<file path="src/rtl/piso_serializer_if.sv">
// Handshake and serial-output bundle for piso_serializer.
// The master drives words in, and the slave (the serializer) drives the serial side.
interface piso_serializer_if #(
    parameter int WIDTH = 8
);
    logic             load_valid;
    logic             load_ready;
    logic [WIDTH-1:0] data_in;
    logic             ser_out;
    logic             ser_frame;
    logic             word_done;

    modport master (
        output load_valid, data_in,
        input  load_ready, ser_out, ser_frame, word_done
    );

    modport slave (
        input  load_valid, data_in,
        output load_ready, ser_out, ser_frame, word_done
    );
endinterface

</file>
<file path="src/rtl/piso_serializer.sv">
// Parallel-in, serial-out transmitter: accepts a WIDTH-bit word on a valid/ready handshake
// and sends it one bit per clock, with a frame strobe and an end-of-word pulse.
module piso_serializer #(
    parameter int WIDTH     = 8,
    parameter bit LSB_FIRST = 1'b0
) (
    input logic                clk,
    input logic                reset,
    piso_serializer_if.slave   bus
);
    localparam int CW = $clog2(WIDTH);
    localparam logic [CW-1:0] LAST = CW'(WIDTH - 1);

    typedef enum logic {IDLE, SHIFT} state_t;

    state_t           state_q, state_d;
    logic [CW-1:0]    cnt_q, cnt_d;
    logic [WIDTH-1:0] shreg_q, shreg_d;
    logic             ser_out_q, ser_out_d;
    logic             ser_frame_q, ser_frame_d;
    logic             word_done_q, word_done_d;
    logic             last_bit;
    logic             load_ready;
    logic             accept;

    function automatic logic [WIDTH-1:0] shift_once(input logic [WIDTH-1:0] v);
        if (LSB_FIRST) return {1'b0, v[WIDTH-1:1]};
        else           return {v[WIDTH-2:0], 1'b0};
    endfunction

    function automatic logic out_bit(input logic [WIDTH-1:0] v);
        return LSB_FIRST ? v[0] : v[WIDTH-1];
    endfunction

    // NOTE: every always_comb output gets a default first, so no path can infer a latch.
    always_comb begin
        last_bit    = (state_q == SHIFT) && (cnt_q == LAST);
        load_ready  = (state_q == IDLE) || last_bit;
        accept      = bus.load_valid && load_ready;

        state_d     = state_q;
        cnt_d       = cnt_q;
        shreg_d     = shreg_q;
        ser_out_d   = 1'b0;
        ser_frame_d = 1'b0;
        word_done_d = 1'b0;

        if (accept) begin
            // A load during the last-bit cycle chains straight into the next word.
            state_d     = SHIFT;
            cnt_d       = '0;
            shreg_d     = bus.data_in;
            ser_out_d   = out_bit(bus.data_in);
            ser_frame_d = 1'b1;
        end else if (state_q == SHIFT) begin
            shreg_d = shift_once(shreg_q);
            if (last_bit) begin
                state_d = IDLE;
                cnt_d   = '0;
            end else begin
                cnt_d       = cnt_q + 1'b1;
                ser_out_d   = out_bit(shreg_d);
                ser_frame_d = 1'b1;
                word_done_d = (cnt_d == LAST);
            end
        end
    end

    // NOTE: sequential state uses non-blocking assignments only, so all flops update together.
    always_ff @(posedge clk) begin
        if (reset) begin
            state_q     <= IDLE;
            cnt_q       <= '0;
            shreg_q     <= '0;
            ser_out_q   <= 1'b0;
            ser_frame_q <= 1'b0;
            word_done_q <= 1'b0;
        end else begin
            state_q     <= state_d;
            cnt_q       <= cnt_d;
            shreg_q     <= shreg_d;
            ser_out_q   <= ser_out_d;
            ser_frame_q <= ser_frame_d;
            word_done_q <= word_done_d;
        end
    end

    assign bus.load_ready = load_ready;
    assign bus.ser_out    = ser_out_q;
    assign bus.ser_frame  = ser_frame_q;
    assign bus.word_done  = word_done_q;
endmodule

</file>
<file path="src/flat_wrapper.sv">
// flat-port wrapper written by rule: the top's interface ports become plain ports
module piso_serializer_flat 
#(
    parameter int WIDTH     = 8,
    parameter bit LSB_FIRST = 1'b0
)
  (clk, reset, bus_load_valid, bus_data_in, bus_load_ready, bus_ser_out, bus_ser_frame, bus_word_done);
  piso_serializer_if #(.WIDTH(WIDTH)) bus_i ();
  input logic clk;
  input logic reset;
  input wire logic [$bits(bus_i.load_valid)-1:0] bus_load_valid;
  input wire logic [$bits(bus_i.data_in)-1:0] bus_data_in;
  output wire logic [$bits(bus_i.load_ready)-1:0] bus_load_ready;
  output wire logic [$bits(bus_i.ser_out)-1:0] bus_ser_out;
  output wire logic [$bits(bus_i.ser_frame)-1:0] bus_ser_frame;
  output wire logic [$bits(bus_i.word_done)-1:0] bus_word_done;
  assign bus_i.load_valid = bus_load_valid;
  assign bus_i.data_in = bus_data_in;
  assign bus_load_ready = bus_i.load_ready;
  assign bus_ser_out = bus_i.ser_out;
  assign bus_ser_frame = bus_i.ser_frame;
  assign bus_word_done = bus_i.word_done;
  piso_serializer #(.WIDTH(WIDTH), .LSB_FIRST(LSB_FIRST)) u_core (.clk(clk), .reset(reset), .bus(bus_i));
endmodule
</file>
<file path="config.mk">
export PLATFORM = sky130hd
export DESIGN_NAME = piso_serializer_flat
export DESIGN_NICKNAME = d
export VERILOG_FILES = /design/src/rtl/piso_serializer_if.sv /design/src/rtl/piso_serializer.sv /design/src/flat_wrapper.sv
export SDC_FILE = /design/constraint.sdc
export NUM_CORES = 1
export LEC_CHECK = 0
export BUFFER_PORTS_ARGS = -buffer_cell sky130_fd_sc_hd__buf_4
export CAP_MARGIN = 25
export CORE_AREA = 2 2 39 41
export CTS_CLUSTER_DIAMETER = 150
export DETAILED_ROUTE_END_ITERATION = 10
export DIE_AREA = 0 0 41 43
export PLACE_DENSITY = 0.68
export SKIP_LAST_GASP = 1
export SLEW_MARGIN = 40
export SYNTH_ARGS = -nofsm -noshare
export SYNTH_HDL_FRONTEND = slang
export SYNTH_SLANG_ARGS = --single-unit
</file>
<file path="constraint.sdc">
create_clock -name clk -period 1.9 [get_ports clk]
set_input_delay 0.19 -clock clk [delete_from_list [all_inputs] [get_ports clk]]
set_output_delay 0.19 -clock clk [all_outputs]
set_load 0.005 [all_outputs]
</file>
=== Word-level counts from Yosys, hierarchy flattened ===
Cells that the tools add are included.

* Add/subtract/negate cells: 1
* Multiplexer cells: 9
* Bitwise operators: 1
* Reductions and logical operators: 6
* Equality and inequality tests: 2

{| class="wikitable"
|+ Operator list
! cell !! number
|-
| $mux W7 || 2
|-
| $eq A3 B3 Y1 const B || 2
|-
| $mux W1 || 6
|-
| $reduce_or A4 Y1 || 1
|-
| $add A3 B1 Y3 const B || 1
|-
| $mux W3 || 1
|-
| $logic_and A1 B1 Y1 || 2
|-
| $reduce_bool A2 Y1 || 1
|-
| $reduce_or A2 Y1 || 1
|-
| $logic_or A1 B1 Y1 || 1
|-
| $not A1 Y1 || 1
|}

* Input port bits: 11
* Logic and storage cells: 24
* Output and inout port bits: 4
* Register bits after elaboration: 13

=== Longest topological paths before layout ===
Gate-level depths: netlist (run 1).

* Depth in word-level cells: 5
* Gate-level depth with buffers: 6
* Gate-level depth less buffers: 6

=== Worst setup path after synthesis (run 1) ===
OpenSTA, ideal clock, no wires.

* Path type: reg2reg
* Start: reg u_core.cnt_q[0]
* End: reg u_core.shreg_q[1]
* Arrival time: 1.237 ns
* Buffers on the path: 0
* Period minus slack after synthesis: 1.370 ns
* Setup slack: 0.530 ns
* Data required time: 1.766 ns
* Library setup time: 0.134 ns
* Stages on the path, launching flop included: 7
* Path through: dfxtp_1 > ha_1 > ha_1 > and2b_1 > inv_2 > a211oi_1 > nor4_1

* Longest elaborated chain between the ends: 5
* Elaborated cells between the ends (all ways): 6
* Classes of those cells: eq/ne: 1; mux: 1; reduce/logical: 4

{| class="wikitable"
|+ RTL lines
! element !! line !! text
|-
| start: declaration || piso_serializer.sv:17 || <nowiki>logic [CW-1:0] cnt_q, cnt_d;</nowiki>
|-
| start signal: assignment || piso_serializer.sv:80 || <nowiki>cnt_q <= cnt_d;</nowiki>
|-
| $eq A3 B3 Y1 (*) || piso_serializer.sv:37 || <nowiki>last_bit = (state_q == SHIFT) && (cnt_q == LAST);</nowiki>
|-
| $logic_and A1 B1 Y1 (*) || piso_serializer.sv:37 ||
|-
| $logic_or A1 B1 Y1 (*) || piso_serializer.sv:38 || <nowiki>load_ready = (state_q == IDLE) || last_bit;</nowiki>
|-
| named net bus_load_ready || flat_wrapper.sv:13 || <nowiki>output wire logic [$bits(bus_i.load_ready)-1:0] bus_load_ready;</nowiki>
|-
| $logic_and A1 B1 Y1 (*) || piso_serializer.sv:39 || <nowiki>accept = bus.load_valid && load_ready;</nowiki>
|-
| $mux W7 / $reduce_bool A2 Y1 (equally long branches) || -- ||
|-
| end signal: assignment || piso_serializer.sv:81 || <nowiki>shreg_q <= shreg_d;</nowiki>
|-
| end: declaration || piso_serializer.sv:18 || <nowiki>logic [WIDTH-1:0] shreg_q, shreg_d;</nowiki>
|}

The timed path passes the listed nets; every way through them passes the cells marked *.
A chain may end at the register's enable or synchronous reset.

=== Final worst setup path (run 1) ===
* Start: reg u_core.cnt_q[0]
* End: out bus_load_ready

* Longest elaborated chain between the ends: 3

{| class="wikitable"
|+ RTL lines
! element !! line
|-
| $eq A3 B3 Y1 || piso_serializer.sv:37
|-
| $logic_and A1 B1 Y1 || piso_serializer.sv:37
|-
| $logic_or A1 B1 Y1 || piso_serializer.sv:38
|-
| end: declaration || flat_wrapper.sv:13
|}

Every way passes these cells.

==> results of run 1 <==
==> layer usage <==
layer  share of wire (%)  track usage, %
met4                0.79            8.00
met1                  47            22.2
met5                   0               0
met3                 5.1            6.81
met2                  47            22.5
==> cell usage after synthesis <==
cell type,instances
dfxtp_1,13
nor4_1,6
o21ai_0,1
nor3b_1,7
buf_2,2
nand2_1,4
a21oi_1,2
buf_1,1
mux2i_1,1
buf_4,1
nor2_1,10
a32oi_1,1
inv_2,1
clkbuf_1,1
nand3_1,1
and2b_1,1
or2_1,1
ha_1,3
a211oi_1,7
nor2_2,1
inv_1,1
==> through the flow <==
step	power, mW	cell area (um2)	instances
final	0.561	719	96
after global routing	0.592	719	96
after CTS	0.570	718	96
after detailed placement	0.397	692	92
after global placement	0.396	692	92
after floorplan	0.364	584	66
==> critical path, stage by stage, from the launching register on <==
cell and delay [ps]:
dfxtp_1 340, ha_1 200, ha_1 170, and2b_2 270, inv_2 110, buf_4 150
==> registers in the layout, indices dropped and copies added, names as in the netlist <==
name	count
u_core.shreg_q	7
u_core.cnt_q	3
u_core.bus.ser_out	1
u_core.bus.word_done	1
u_core.state_q	1
==> final timing paths <==
kind	startpoint	end	slack, ps
worst max-delay path	u_core.cnt_q[0]	bus_load_ready	200
worst min-delay path	bus_data_in[0]	u_core.shreg_q[0]	170
worst max register to register	u_core.cnt_q[0]	u_core.shreg_q[2]	350
worst min register to register	u_core.shreg_q[6]	u_core.bus.ser_out	470
==> power groups by stage <==
| stage | logic (mW) | registers (mW) | clock network (mW) |
|---|---|---|---|
| 3_3_place_gp | 0.0882 | 0.308 | 0 |
| 2_1_floorplan | 0.0581 | 0.306 | 0 |
| 3_5_place_dp | 0.0891 | 0.308 | 0 |
| 4_1_cts | 0.0895 | 0.301 | 0.179 |
| 6_report | 0.0892 | 0.301 | 0.171 |
| 5_1_grt | 0.101 | 0.304 | 0.187 |
==> layout make-up <==
class                      count  area share, %
multi-input combinational     46           40.7
tap                           16           2.78
timing repair buffer          15           15.7
clock buffer                   4           3.65
inverter                       2           1.04
sequential                    13           36.2
==> repair_timing <==
item / CTS / global route
gates resized for setup: 0 / 1
endpoints found under the hold margin: 0 / 0
setup endpoints to repair: 0 / 1
==> cell families after synthesis <==
logic type	Yosys count
AND/OR/NAND/NOR	31
multiplexers	1
flip-flops	13
adder cells (fa/ha/maj)	3
buffers and inverters	7
AO/OA/AOI/OAI	11
==> flow_summary.json, run 1 <==
{
  "syn_area_um2": 584,
  "yosys_warnings": 0,
  "insertion_delay_ps": 280,
  "synth_top_cell_by_area": "dfxtp_1",
  "synthSimpleGateAreaFrac_pct": 28.7,
  "final_util_pct": 52.0,
  "setup_slack_ps": 196,
  "synthXorXnorAreaFrac_pct": 0,
  "start_util_pct": 42.2,
  "drtAntennaViolNets": 0,
  "finalCriticalPeriod_ps": 1700,
  "holdBufCountCts": 0,
  "dieArea_um2": 1760,
  "p_per_area_nw_per_um2": 780,
  "seqPwrFrac_pct": 53.6,
  "antenna_found_initial": 0,
  "cts_setup_buffers": 0,
  "outcome": "finished clean",
  "drt_iter0_drc": 5,
  "p_int_mw": 0.417,
  "synthMuxAreaShare_pct": 1.71,
  "ys_types": 21,
  "coreArea_um2": 1380,
  "wl_um": 1140,
  "nFillCells": 140,
  "yosys.area_share.adder_pct": 6.42,
  "hold_violations": 0,
  "holdCritPathClass": "in2reg",
  "cp_max_fo": 10,
  "grt_first_pass_wirelength_um": 1950,
  "syn_inst": 66,
  "antenna_cells": 0,
  "grt-ovfl-total": 0,
  "vias_per_cell": 5.21,
  "synth_area_leaders": "dfxtp_1, a211oi_1, nor3b_1",
  "timing.final.crit_share_pct": 89.7,
  "switchingPower_mw": 0.144,
  "required_ps": 1710,
  "hold_path_depth": 3,
  "port_buffers": 14,
  "first_pass_iters": 2,
  "crit_type": "reg2out",
  "synth_compound_area_share_pct": 13.1,
  "p_leak_nw": 0.297,
  "vias": 500,
  "clock_path_buffers": 2,
  "fp.dieW_um": 41,
  "rows": 14,
  "setup_viol": 0,
  "cap_violations": 0,
  "syn_nets": 80,
  "multi_input_area_um2": 293,
  "clock_sinks": 13,
  "skew_ps": 0.495,
  "die_height_um": 43,
  "grt_pass1_vias": 442,
  "relSlewSlack_pct": 75.1,
  "grt_usage_pct": 16.6,
  "seq_area_frac_synth_pct": 44.5,
  "critPathArrivalTime_ps": 1510,
  "synthToLayoutAreaGrowth_pct": 23.1,
  "syn_area_per_cell_um2": 8.85,
  "tns_ps": 0,
  "layout_common_cells": "buf_4, dfxtp_1, nor2_1, a211oi_1, nor3b_1",
  "dpl_worst_slack_ps": 303,
  "tritoncts": "yes",
  "rsz0062_at_grt": "no",
  "drv_slew": 0,
  "cp-start-kind": "flop",
  "netSwitchingFraction_pct": 25.7,
  "synth_top_family_by_area": "simple AND/OR/NAND/NOR gates",
  "dp_hpwl_um": 783,
  "place.gp.congestion": 0.672,
  "io_pins": 15,
  "ys_seq_elements": 13,
  "r2r_cells": 6,
  "drive_gt1_share_pct": 26.3,
  "p_comb_share_pct": 15.9,
  "htreeDepth": 1,
  "grt_max_degree": 19,
  "end_kind": "primary output",
  "ir_drop_mv": 0.355,
  "wl_per_cell_um": 11.9,
  "power.share.clock_pct": 30.5,
  "post-route-drc-count": 0,
  "cts_buffers": 3,
  "holdWs_ps": 172,
  "path_clk_slew_ps": 80,
  "ff_latch_area_um2": 260,
  "final_common_cell": "buf_4",
  "worstMarginPinSlew_ps": 374,
  "clockRootBuffer": "clkbuf_4",
  "yosysTopAreaCellShare_pct": 44.5,
  "nNetsFinal": 95,
  "max_freq_mhz": 587
}
Power figures use the tool's default switching activity.
==> inputs of run 2 (changes only) <==
ABC_AREA = 1   (was default)
PLACE_DENSITY = 0.72   (was 0.68)
==> flow_summary.json, run 2 <==
{
  "syn_area_um2": 633,
  "cap_violations": 0,
  "p_total_mw": 0.560,
  "place.gp.congestion": 0.766,
  "ir_drop_mv": 0.359,
  "drtAntennaViolNets": 0,
  "required_ps": 1710,
  "p_leak_nw": 0.352,
  "setup_slack_ps": 301,
  "yosys_warnings": 0,
  "final_common_cell": "nand2_1",
  "io_pins": 15,
  "syn_inst": 89,
  "max_freq_mhz": 625,
  "slowest_delay_ps": 330,
  "syn_area_per_cell_um2": 7.11,
  "timing.final.crit_share_pct": 84.1,
  "first_pass_iters": 4,
  "ys_seq_elements": 13,
  "dpl_worst_slack_ps": 556,
  "synth-async-reset-ratio_pct": 0,
  "largest-register": "u_core.shreg_q",
  "cp.depth": 5,
  "cts_buffers": 3,
  "drt_iter0_drc": 18,
  "worstMarginPinSlew_ps": 247,
  "wl_um": 1190,
  "setup_viol": 0,
  "antenna_found_initial": 0,
  "end_kind": "primary output",
  "grt_usage_pct": 16.6,
  "cpLargestDelayFamily": "adder cells",
  "tritoncts": "yes",
  "rows": 14,
  "port_buffers": 14,
  "antenna_cells": 0,
  "syn_nets": 103,
  "cp-start-kind": "flop",
  "vias": 585,
  "synth_most_common_cell": "nand2_1",
  "clock_path_buffers": 2,
  "critPathArrivalTime_ps": 1410,
  "seq_area_frac_synth_pct": 41.1,
  "crit_top_cell": "ha_1",
  "cts_resized": 0,
  "hold_violations": 0,
  "start_util_pct": 45.8,
  "relSlewSlack_pct": 83.5,
  "synth_top_cell_by_area": "dfxtp_1",
  "nNetsFinal": 119,
  "crit_type": "reg2out",
  "die_height_um": 43,
  "hold_path_depth": 2,
  "vias_per_cell": 4.88,
  "cts_setup_buffers": 0,
  "fp.dieW_um": 41,
  "tns_ps": 0,
  "clock_sinks": 13,
  "crit_slowest_cell": "dfxtp_1",
  "layout_common_cells": "nand2_1, nor2_1, buf_4, dfxtp_1, a21oi_1",
  "cp_max_fo": 14,
  "synth-main-ff-cell": "dfxtp_1",
  "nFillCells": 142,
  "post-route-drc-count": 0,
  "path_clk_slew_ps": 80,
  "drive_gt1_share_pct": 21.2,
  "grt_pass1_vias": 504,
  "skew_ps": 4.21,
  "ys_types": 14,
  "wl_per_cell_um": 9.92,
  "htreeDepth": 1,
  "grt-ovfl-total": 0,
  "synthToLayoutAreaGrowth_pct": 19.2,
  "yosysTopAreaCellShare_pct": 41.1,
  "outcome": "finished clean",
  "coreArea_um2": 1380,
  "largest_reg_flops": 7,
  "crit_path_cell_trace": "ha_1 > ha_1 > inv_1 > nand2_2 > buf_4",
  "drv_slew": 0,
  "dieArea_um2": 1760,
  "holdCritPathClass": "in2reg",
  "synth_common_cells": "nand2_1, nor2_1, dfxtp_1, a21oi_1, inv_1",
  "synth_area_leaders": "dfxtp_1, a21oi_1, nand2_1",
  "reg_top3": "u_core.shreg_q x7, u_core.cnt_q x3",
  "holdBufCountCts": 0,
  "p_per_area_nw_per_um2": 743,
  "grt_max_degree": 15,
  "path_buf_inv": 2,
  "rsz0062_at_grt": "no",
  "dp_hpwl_um": 857,
  "finalCriticalPeriod_ps": 1600,
  "grt_first_pass_wirelength_um": 1990,
  "synth_edf_count": 0,
  "r2r_cells": 8,
  "clockRootBuffer": "clkbuf_4",
  "insertion_delay_ps": 270
}
-- run 2: cell types whose count changed after synthesis, sizes merged, moves of 7 or more --
cell	previous run	this run
a21oi	2	12
inv	2	11
nand2	4	17
nor3b	7	0
a211oi	7	0
-- run 2: final timing paths --
kind	end	startpoint	slack (ps)
max	bus_load_ready	u_core.cnt_q[0]	300
min	u_core.state_q	reset	90
max reg2reg	u_core.shreg_q[1]	u_core.cnt_q[0]	540
min reg2reg	u_core.cnt_q[2]	u_core.cnt_q[2]	470
-- run 2: where the power goes --
group | switching [mW] | internal, mW | total, mW
clock | 0.0896 | 0.0813 | 0.171
sequential | 0.00928 | 0.289 | 0.298
combinational | 0.0512 | 0.0403 | 0.0915
total | 0.150 | 0.410 | 0.560
-- run 2: layout make-up --
| cell class | count | area, um2 | share of cell area, % |
|---|---|---|---|
| Multi-Input combinational cell | 62 | 302 | 40.0 |
| Timing Repair Buffer | 14 | 105 | 13.9 |
| Sequential cell | 13 | 260 | 34.5 |
| Clock buffer | 4 | 26.3 | 3.48 |
| Tap cell | 16 | 20.0 | 2.65 |
| Inverter | 11 | 41.3 | 5.47 |
-- run 2: metal layers --
layer  up-vias  global-route usage (%)  wire (um)
li1        313                       -          -
met1       251                    22.0        561
met2        19                    23.8        528
met3         2                    4.71         89
met4         0                    8.00         10
met5         -                       0          0
-- run 2: kinds of logic (layout without fill, tap and decap cells) --
kind of cell	Yosys count	in the layout	synth area share, %
buffers and inverters	14	29	11.3
adder cells (fa/ha/maj)	3	3	5.93
AO/OA/AOI/OAI	19	19	15.0
AND/OR/NAND/NOR	40	40	26.7
flip-flops	13	13	41.1
-- run 2: per-stage QoR --
stage / util, % / hold slack (ps) / std cells / cell area, um2
2_1_floorplan: - / 259 / 89 / 633
3_3_place_gp: 52.6 / 376 / 116 / 728
3_5_place_dp: 52.6 / 377 / 116 / 728
4_1_cts: 54.5 / 85.8 / 120 / 754
5_1_grt: 54.5 / 84.6 / 120 / 754
6_report: 54.5 / 89.9 / 120 / 754
